File: src/rtl/states_pkg.sv
// rtl/states_pkg.sv - scheduler and fetcher state encodings shared by the fetch stage
package states_pkg;

  typedef enum logic [2:0] {
    IDLE    = 3'b000,
    FETCH   = 3'b001,
    DECODE  = 3'b010,
    REQUEST = 3'b011,
    WAIT    = 3'b100,
    EXECUTE = 3'b101,
    UPDATE  = 3'b110,
    DONE    = 3'b111
  } core_state_t;

  typedef enum logic [2:0] {
    FETCHER_IDLE = 3'b000,
    FETCHING     = 3'b001,
    FETCHED      = 3'b010
  } fetcher_state_t;

  localparam logic [15:0] COUNT_MAX = 16'hFFFF;

  function automatic logic [15:0] sat_inc(input logic [15:0] value);
    return (value == COUNT_MAX) ? value : value + 16'd1;
  endfunction

endpackage

File: src/rtl/icache_tag_store.sv
// rtl/icache_tag_store.sv - direct-mapped valid/tag/data arrays, combinational lookup, sync write and flush
module icache_tag_store #(
  parameter int ADDR_BITS = 8,
  parameter int DATA_BITS = 16,
  parameter int NUM_LINES = 8
) (
  input  logic                 clk,
  input  logic                 reset,
  input  logic [ADDR_BITS-1:0] lookup_addr,
  output logic                 hit,
  output logic [DATA_BITS-1:0] lookup_data,
  input  logic                 write_en,
  input  logic [ADDR_BITS-1:0] write_addr,
  input  logic [DATA_BITS-1:0] write_data,
  input  logic                 flush
);

  localparam int IDX_W = $clog2(NUM_LINES);
  localparam int TAG_W = ADDR_BITS - IDX_W;

  logic [NUM_LINES-1:0] valid;
  logic [TAG_W-1:0]     tags  [NUM_LINES];
  logic [DATA_BITS-1:0] lines [NUM_LINES];

  logic [IDX_W-1:0] lookup_idx;
  logic [IDX_W-1:0] write_idx;

  assign lookup_idx  = lookup_addr[IDX_W-1:0];
  assign write_idx   = write_addr[IDX_W-1:0];
  assign hit         = valid[lookup_idx] && (tags[lookup_idx] == lookup_addr[ADDR_BITS-1:IDX_W]);
  assign lookup_data = lines[lookup_idx];

  // Flush takes priority so a fill racing a flush never survives as valid.
  always_ff @(posedge clk or posedge reset) begin
    if (reset) begin
      valid <= '0;
    end else if (flush) begin
      valid <= '0;
    end else if (write_en) begin
      valid[write_idx] <= 1'b1;
    end
  end

  always_ff @(posedge clk) begin
    if (write_en) begin
      tags[write_idx]  <= write_addr[ADDR_BITS-1:IDX_W];
      lines[write_idx] <= write_data;
    end
  end

endmodule

File: src/rtl/icache_fetcher.sv
// rtl/icache_fetcher.sv - instruction fetch stage with direct-mapped icache; FETCH_PERF_EN adds hit/miss counters
module icache_fetcher
  import states_pkg::*;
#(
  parameter int PROGRAM_MEM_ADDR_BITS = 8,
  parameter int PROGRAM_MEM_DATA_BITS = 16,
  parameter int NUM_LINES             = 8
) (
  input  logic                             clk,
  input  logic                             reset,
  input  logic [2:0]                       core_state,
  input  logic [PROGRAM_MEM_ADDR_BITS-1:0] current_pc,
  input  logic                             flush,
  output logic                             mem_read_valid,
  output logic [PROGRAM_MEM_ADDR_BITS-1:0] mem_read_address,
  input  logic                             mem_read_ready,
  input  logic [PROGRAM_MEM_DATA_BITS-1:0] mem_read_data,
  output logic [2:0]                       fetcher_state,
  output logic [PROGRAM_MEM_DATA_BITS-1:0] instruction
`ifdef FETCH_PERF_EN
  ,
  output logic [15:0]                      hit_count,
  output logic [15:0]                      miss_count
`endif
);

  fetcher_state_t state;
  logic           flush_seen;
  logic           hit;
  logic [PROGRAM_MEM_DATA_BITS-1:0] line_data;
  logic           fill;
  logic           fill_write;

  assign fetcher_state = state;
  assign fill          = (state == FETCHING) && mem_read_ready;
  // A flush seen at any point during this miss keeps the returning line invalid.
  assign fill_write    = fill && !flush && !flush_seen;

  icache_tag_store #(
    .ADDR_BITS (PROGRAM_MEM_ADDR_BITS),
    .DATA_BITS (PROGRAM_MEM_DATA_BITS),
    .NUM_LINES (NUM_LINES)
  ) u_tag_store (
    .clk         (clk),
    .reset       (reset),
    .lookup_addr (current_pc),
    .hit         (hit),
    .lookup_data (line_data),
    .write_en    (fill_write),
    .write_addr  (mem_read_address),
    .write_data  (mem_read_data),
    .flush       (flush)
  );

  always_ff @(posedge clk or posedge reset) begin
    if (reset) begin
      state            <= FETCHER_IDLE;
      mem_read_valid   <= 1'b0;
      mem_read_address <= '0;
      instruction      <= '0;
      flush_seen       <= 1'b0;
`ifdef FETCH_PERF_EN
      hit_count        <= '0;
      miss_count       <= '0;
`endif
    end else begin
      case (state)
        FETCHER_IDLE: begin
          if (core_state == FETCH) begin
            if (hit) begin
              instruction <= line_data;
              state       <= FETCHED;
`ifdef FETCH_PERF_EN
              hit_count   <= sat_inc(hit_count);
`endif
            end else begin
              mem_read_valid   <= 1'b1;
              mem_read_address <= current_pc;
              state            <= FETCHING;
`ifdef FETCH_PERF_EN
              miss_count       <= sat_inc(miss_count);
`endif
            end
          end
        end
        FETCHING: begin
          if (flush) flush_seen <= 1'b1;
          if (mem_read_ready) begin
            instruction    <= mem_read_data;
            mem_read_valid <= 1'b0;
            flush_seen     <= 1'b0;
            state          <= FETCHED;
          end
        end
        FETCHED: begin
          if (core_state == DECODE) state <= FETCHER_IDLE;
        end
        default: state <= FETCHER_IDLE;
      endcase
    end
  end

endmodule
File: config.mk
export PLATFORM = sky130hd
export DESIGN_NAME = icache_fetcher
export DESIGN_NICKNAME = d
export VERILOG_FILES = /design/src/rtl/states_pkg.sv /design/src/rtl/icache_tag_store.sv /design/src/rtl/icache_fetcher.sv
export SDC_FILE = /design/constraint.sdc
export NUM_CORES = 1
export LEC_CHECK = 0
export ABC_AREA = 1
export BUFFER_PORTS_ARGS = -buffer_cell sky130_fd_sc_hd__buf_4
export CORE_ASPECT_RATIO = 2
export CORE_MARGIN = 4
export CORE_UTILIZATION = 53
export CTS_CLUSTER_DIAMETER = 100
export DETAILED_ROUTE_END_ITERATION = 6
export MAX_ROUTING_LAYER = met4
export PLACE_DENSITY = 0.8
export SLEW_MARGIN = 20
export SYNTH_ARGS = -nofsm -noshare
export SYNTH_HDL_FRONTEND = slang
export SYNTH_SLANG_ARGS = --single-unit
File: constraint.sdc
create_clock -name clk -period 2.9 [get_ports clk]
set_clock_uncertainty 0.15 [all_clocks]
set_input_delay 0.145 -clock clk [delete_from_list [all_inputs] [get_ports clk]]
set_output_delay 0.145 -clock clk [all_outputs]
set_load 0.02 [all_outputs]
### Word-level counts from Yosys, hierarchy flattened

Memory sizes are Yosys's and may differ from the RTL's.
Index checks and enable logic that the tools add are counted.

* bits in writable memories: 168
* memories: 2
* register bits after elaboration: 37
* logic and storage cells: 62
* input port bits: 31

* muxes and demuxes: 23
* bitwise operators: 2
* order comparisons: 3
* eq/ne operators: 10
* reduce and logical (&&, ||, !) cells: 16

Memory list
* u_tag_store.lines: depth 8, width 16, read ports 1, clocked after Yosys merged registers in 0, write ports 1, line icache_tag_store.sv:23 `logic [DATA_BITS-1:0] lines [NUM_LINES];`
* u_tag_store.tags: depth 8, width 5, read ports 1, clocked after Yosys merged registers in 0, write ports 1, line icache_tag_store.sv:22 `logic [TAG_W-1:0] tags [NUM_LINES];`

Operators by type and width (count)
* 2-to-1 mux 16 bit: 3
* one-hot mux 16 bit (2 select lines): 1
* 2-to-1 mux 8 bit: 2
* != test 2 bit (second input constant): 5
* 2-to-1 mux 1 bit: 9
* 2-to-1 mux 3 bit: 3
* one-hot mux 3 bit (3 select lines): 1
* < comparator 3 x 4 -> 1 bit (second input constant): 2
* OR 8 bit: 1
* AND reduction 4 bit: 2
* == test 3 x 1 -> 1 bit (second input constant): 2
* == test 3 x 2 -> 1 bit (second input constant): 2
* AND reduction 3 bit: 2
* nonzero test 2 bit: 3
* == test 5 bit: 1
* logical AND 1 bit: 5
* binary-select mux 1 bit (select 3 bit): 1
* demux 1 bit (select 3 bit): 1
* >= comparator 3 x 1 -> 1 bit (second input constant): 1
* logical NOT 3 bit: 1
* logical NOT 1 bit: 2
* 2-to-1 mux 2 bit: 1
* one-hot mux 1 bit (2 select lines): 1
* AND reduction 2 bit: 1
* NOT 1 bit: 1

### Depth between registers and ports, before layout

* depth in word-level cells: 7
* mapped depth: 16
* gate-level depth less buffers: 15

### By module

From an unflattened synthesis, not the netlist that was laid out.

* cell total of the unflattened synthesis: 785
* area total of the unflattened synthesis: 8624.5 um2

By module, submodules not included
* icache_tag_store: cells an instance 596, area an instance 7108.1 um2, seq. area each 5245.0 um2, times used 1
* icache_fetcher: cells an instance 189, area an instance 1516.5 um2, seq. area each 700.7 um2, times used 1

### Worst setup path after synthesis

No wires, ideal clock.

* kind: register to register
* from: register state[0] (netlist: fetcher_state[0])
* to: memory u_tag_store.lines[2][0], enable pin
* data arrival time: 2.251 ns
* period minus slack after synthesis: 2.801 ns
* cell stages (with the launch flop): 9
* required time: 2.350 ns
* buffers on the path: 0
* path slack: 0.099 ns
* library setup time: 0.400 ns
* cells stage by stage: dfrtp_1 -> inv_1 -> nor2_1 -> inv_1 -> nor2_1 -> nand2_1 -> nor3_1 -> inv_1 -> nor2_1

* word-level cells in the longest chain between the ends: 6

Ends and longest elaborated chain
* from (decl): line icache_fetcher.sv:27 `fetcher_state_t state;`
* from (signal assigned): line icache_fetcher.sv:57 `state <= FETCHER_IDLE;`
* from (signal assigned): line icache_fetcher.sv:72 `state <= FETCHED;`
* from (signal assigned): line icache_fetcher.sv:79 `state <= FETCHING;`
* == test 3 x 1 -> 1 bit: line icache_fetcher.sv:35 `assign fill = (state == FETCHING) && mem_read_ready;`
* logical AND 1 bit: line icache_fetcher.sv:35
* logical AND 1 bit (2 in series): line icache_fetcher.sv:37 `assign fill_write = fill && !flush && !flush_seen;`
* 2-to-1 mux 1 bit: line icache_tag_store.sv:45 `if (write_en) begin`
* 2-to-1 mux 1 bit (not written as such): line icache_tag_store.sv:47 `lines[write_idx] <= write_data;`
* to (decl): line icache_tag_store.sv:23

No other way between the ends.

### Worst setup path after layout

* from: register state[0] (netlist: fetcher_state[0])
* to: memory u_tag_store.lines[6][15], enable pin

Same word-level chain as after synthesis.

==> run_results.csv <==
group,metric,value,unit
status,status,"finished, final reports clean",
detailed_routing,drc_errors,0,
power,p_per_area,751,nW/um^2
global_route,grt_overflow,0,
finish,final_cell_mix,"168 x edfxtp_1, 164 x nand2_1, 100 x nor2_1",
power,finalPower,7.51,mW
yosys,synth_cells,750,
yosys,synth.avg_cell_area,11.2,sq um
yosys,seq_area_frac_synth,70.5,%
setup_path,r2r_slack,0.41,ns
finish,drive_gt1_share,15.6,%
setup_path,cp-end-kind,"flop",
setup_path,start_kind,"flop",
detailed_routing,drt-initial-drc-count,636,
timing,slew_violations,0,
setup_path,cp.arrival,2.53,ns
floorplan,die_h,186,um
finish,nets,873,
timing,fin_hold_ws,0.120,ns
hold_path,min_path_type,"input pin to flop",
detailed_routing,vias_per_cell,5.71,
detailed_routing,wirelength,20100,um
timing,worst_slew_pin_slew,0.790,ns
cts,cts-root-buf,"clkbuf_16",
yosys,yosysUniqueCellTypes,29,
timing,rsz0062_at_grt,"no",
floorplan,coreArea,15700,sq um
timing,max_freq,0.401,GHz
global_route,globalRouteTotalUtil,22.6,%
timing,setup_viol,0,
yosys,synthArstFlopShare,17.6,%
setup_path,worst_ep_required_time,2.93,ns
finish,utilization,63.6,%
global_route,grt_max_degree,46,
placement,hpwl,12300,um
run,maxCapViolCount,0,
yosys,synth_ff_type,"edfxtp_1",
detailed_routing,dr_total_vias,6020,
yosys,synth-seq-cells,204,
detailed_routing,first_pass_iters,6,
yosys,syn_nets,781,
power,max-vdd-ir-drop,0.000527,V
timing,setup_tns,0,ns
placement,placed_cell_area,9160,sq um
cts,clock_path_buffers,3,
placement,gp_congestion,0.835,
timing,hold_viol_final,0,
finish,layout_commonest_cell,"edfxtp_1",
detailed_routing,antenna_left,0,
timing,min_period_over_period,86.0,%
detailed_routing,avgRoutedWirePerCell,19.0,um
cts,ctsResizeCount,0,
timing,fin_crit,2.49,ns
setup_path,cp_max_fo,11,
cts,cts_made_buffers,18,
timing,max_slew_margin,47.3,%
cts,cts.sinks,204,
setup_path,critical_path_class,"flop to flop",
yosys,synth_edf_count,168,
placement,io_buffers,57,
floorplan,start_util,53.7,%
finish,antenna_cells,0,
global_route,grt_first_pass_wirelength,31400,um
finish,syn2layout_area_growth,18.5,%
yosys,synth_warnings,0,
cts,insertion_delay,0.49,ns
cts,cts.htree.levels,1,
floorplan,ioPinCount,59,
finish,final_area,9990,sq um
cts,path_clk_slew,0.06,ns
yosys,syn-cell-area,8430,sq um
floorplan,die_w,97.2,um
cts,cts_tree,"done",
global_route,grt_antenna_before_repair,0,
floorplan,dieArea,18100,sq um
global_route,grt_pass1_vias,6088,
power,p_leak,3.96,nW
floorplan,placementRows,65,
sequential cells by signal (all words and copies together), names as in the netlist:
register,count
fetcher_state,2
flush_seen,1
instruction,16
mem_read_address,8
mem_read_valid,1
u_tag_store.lines,128
u_tag_store.tags,40
u_tag_store.valid,8
worst max-delay path: stages, from the launching register on:
cell and delay (ns):
dfrtp_1 0.37, inv_1 0.17, nor2_1 0.19, inv_1 0.07
nor2_1 0.14, nand2_1 0.09, nor3_1 0.13, inv_1 0.14
nor2_2 0.45, buf_4 0.30
synth_stat cells, types with 6 or more instances:
cell type	number	share of area, %
nor2_1	108	4.8
clkbuf_1	26	1.2
o21ai_0	65	3.9
o221ai_1	10	1.0
o22ai_1	22	1.6
dfrtp_1	36	11
a31oi_1	11	0.82
buf_2	6	0.36
nand4_1	10	0.74
inv_1	45	2.0
nand3_1	51	3.0
edfxtp_1	168	60
nand2_1	164	7.3
cells by family (layout without fill, tap and decap cells):
family                 Yosys count  after routing  synth area share (%)
AND/OR/NAND/NOR                343            343                  17.0
flip-flops                     204            204                  70.5
AO/OA/AOI/OAI                  113            113                  7.79
buffers and inverters           89            193                  4.63
other                            1              1                0.0445
metal layers:
metal,track usage [%],routed length [um],part of all wire [%],vias to the layer above
met3,2.58,1470,7.3,62
met2,39.5,10600,53,332
met1,24.6,7130,36,2850
met5,-,0,0,-
met4,12.8,875,4.4,0
li1,-,-,-,2776
power by group:
group / internal (mW) / total (mW) / switching (mW)
logic: 0.535 / 1.51 / 0.980
clock network: 1.30 / 2.31 / 1.02
registers: 3.46 / 3.68 / 0.219
final cells by class:
type | instances | area [sq um]
Sequential cell | 204 | 5950
Fill cell | 1126 | 5710
Multi-Input combinational cell | 457 | 2110
Timing Repair Buffer | 114 | 933
Clock buffer | 23 | 490
Tap cell | 201 | 251
Inverter | 47 | 176
Clock inverter | 9 | 77.6
metrics by stage:
| stage | std cells | setup WS [ns] |
|---|---|---|
| 6_report | 1055 | 0.406 |
| 5_1_grt | 1055 | 0.206 |
| 4_1_cts | 1055 | 0.387 |
| 3_5_place_dp | 997 | 0.414 |
| 3_3_place_gp | 997 | 0.441 |
| 2_1_floorplan | 750 | 0.0989 |
timing repair:
item                       4_1_cts  5_1_grt
hold buffers                    26        0
setup endpoints to repair        0        0
hold endpoints to repair       172        0
setup buffers                    0        0
path summary, 6_finish.rpt:
path                                       start                        to  cells past startpoint
worst max-delay path            fetcher_state[0]  u_tag_store.lines[6][15]                      9
worst min-delay path               current_pc[2]       mem_read_address[2]                      4
worst max register to register  fetcher_state[0]  u_tag_store.lines[6][15]                      9
worst min register to register    instruction[9]            instruction[9]                      2
max in group asynchronous                  reset      u_tag_store.valid[4]                      4
min in group asynchronous                  reset           instruction[13]                      3
No activity file was read; power rests on OpenSTA's default activity.
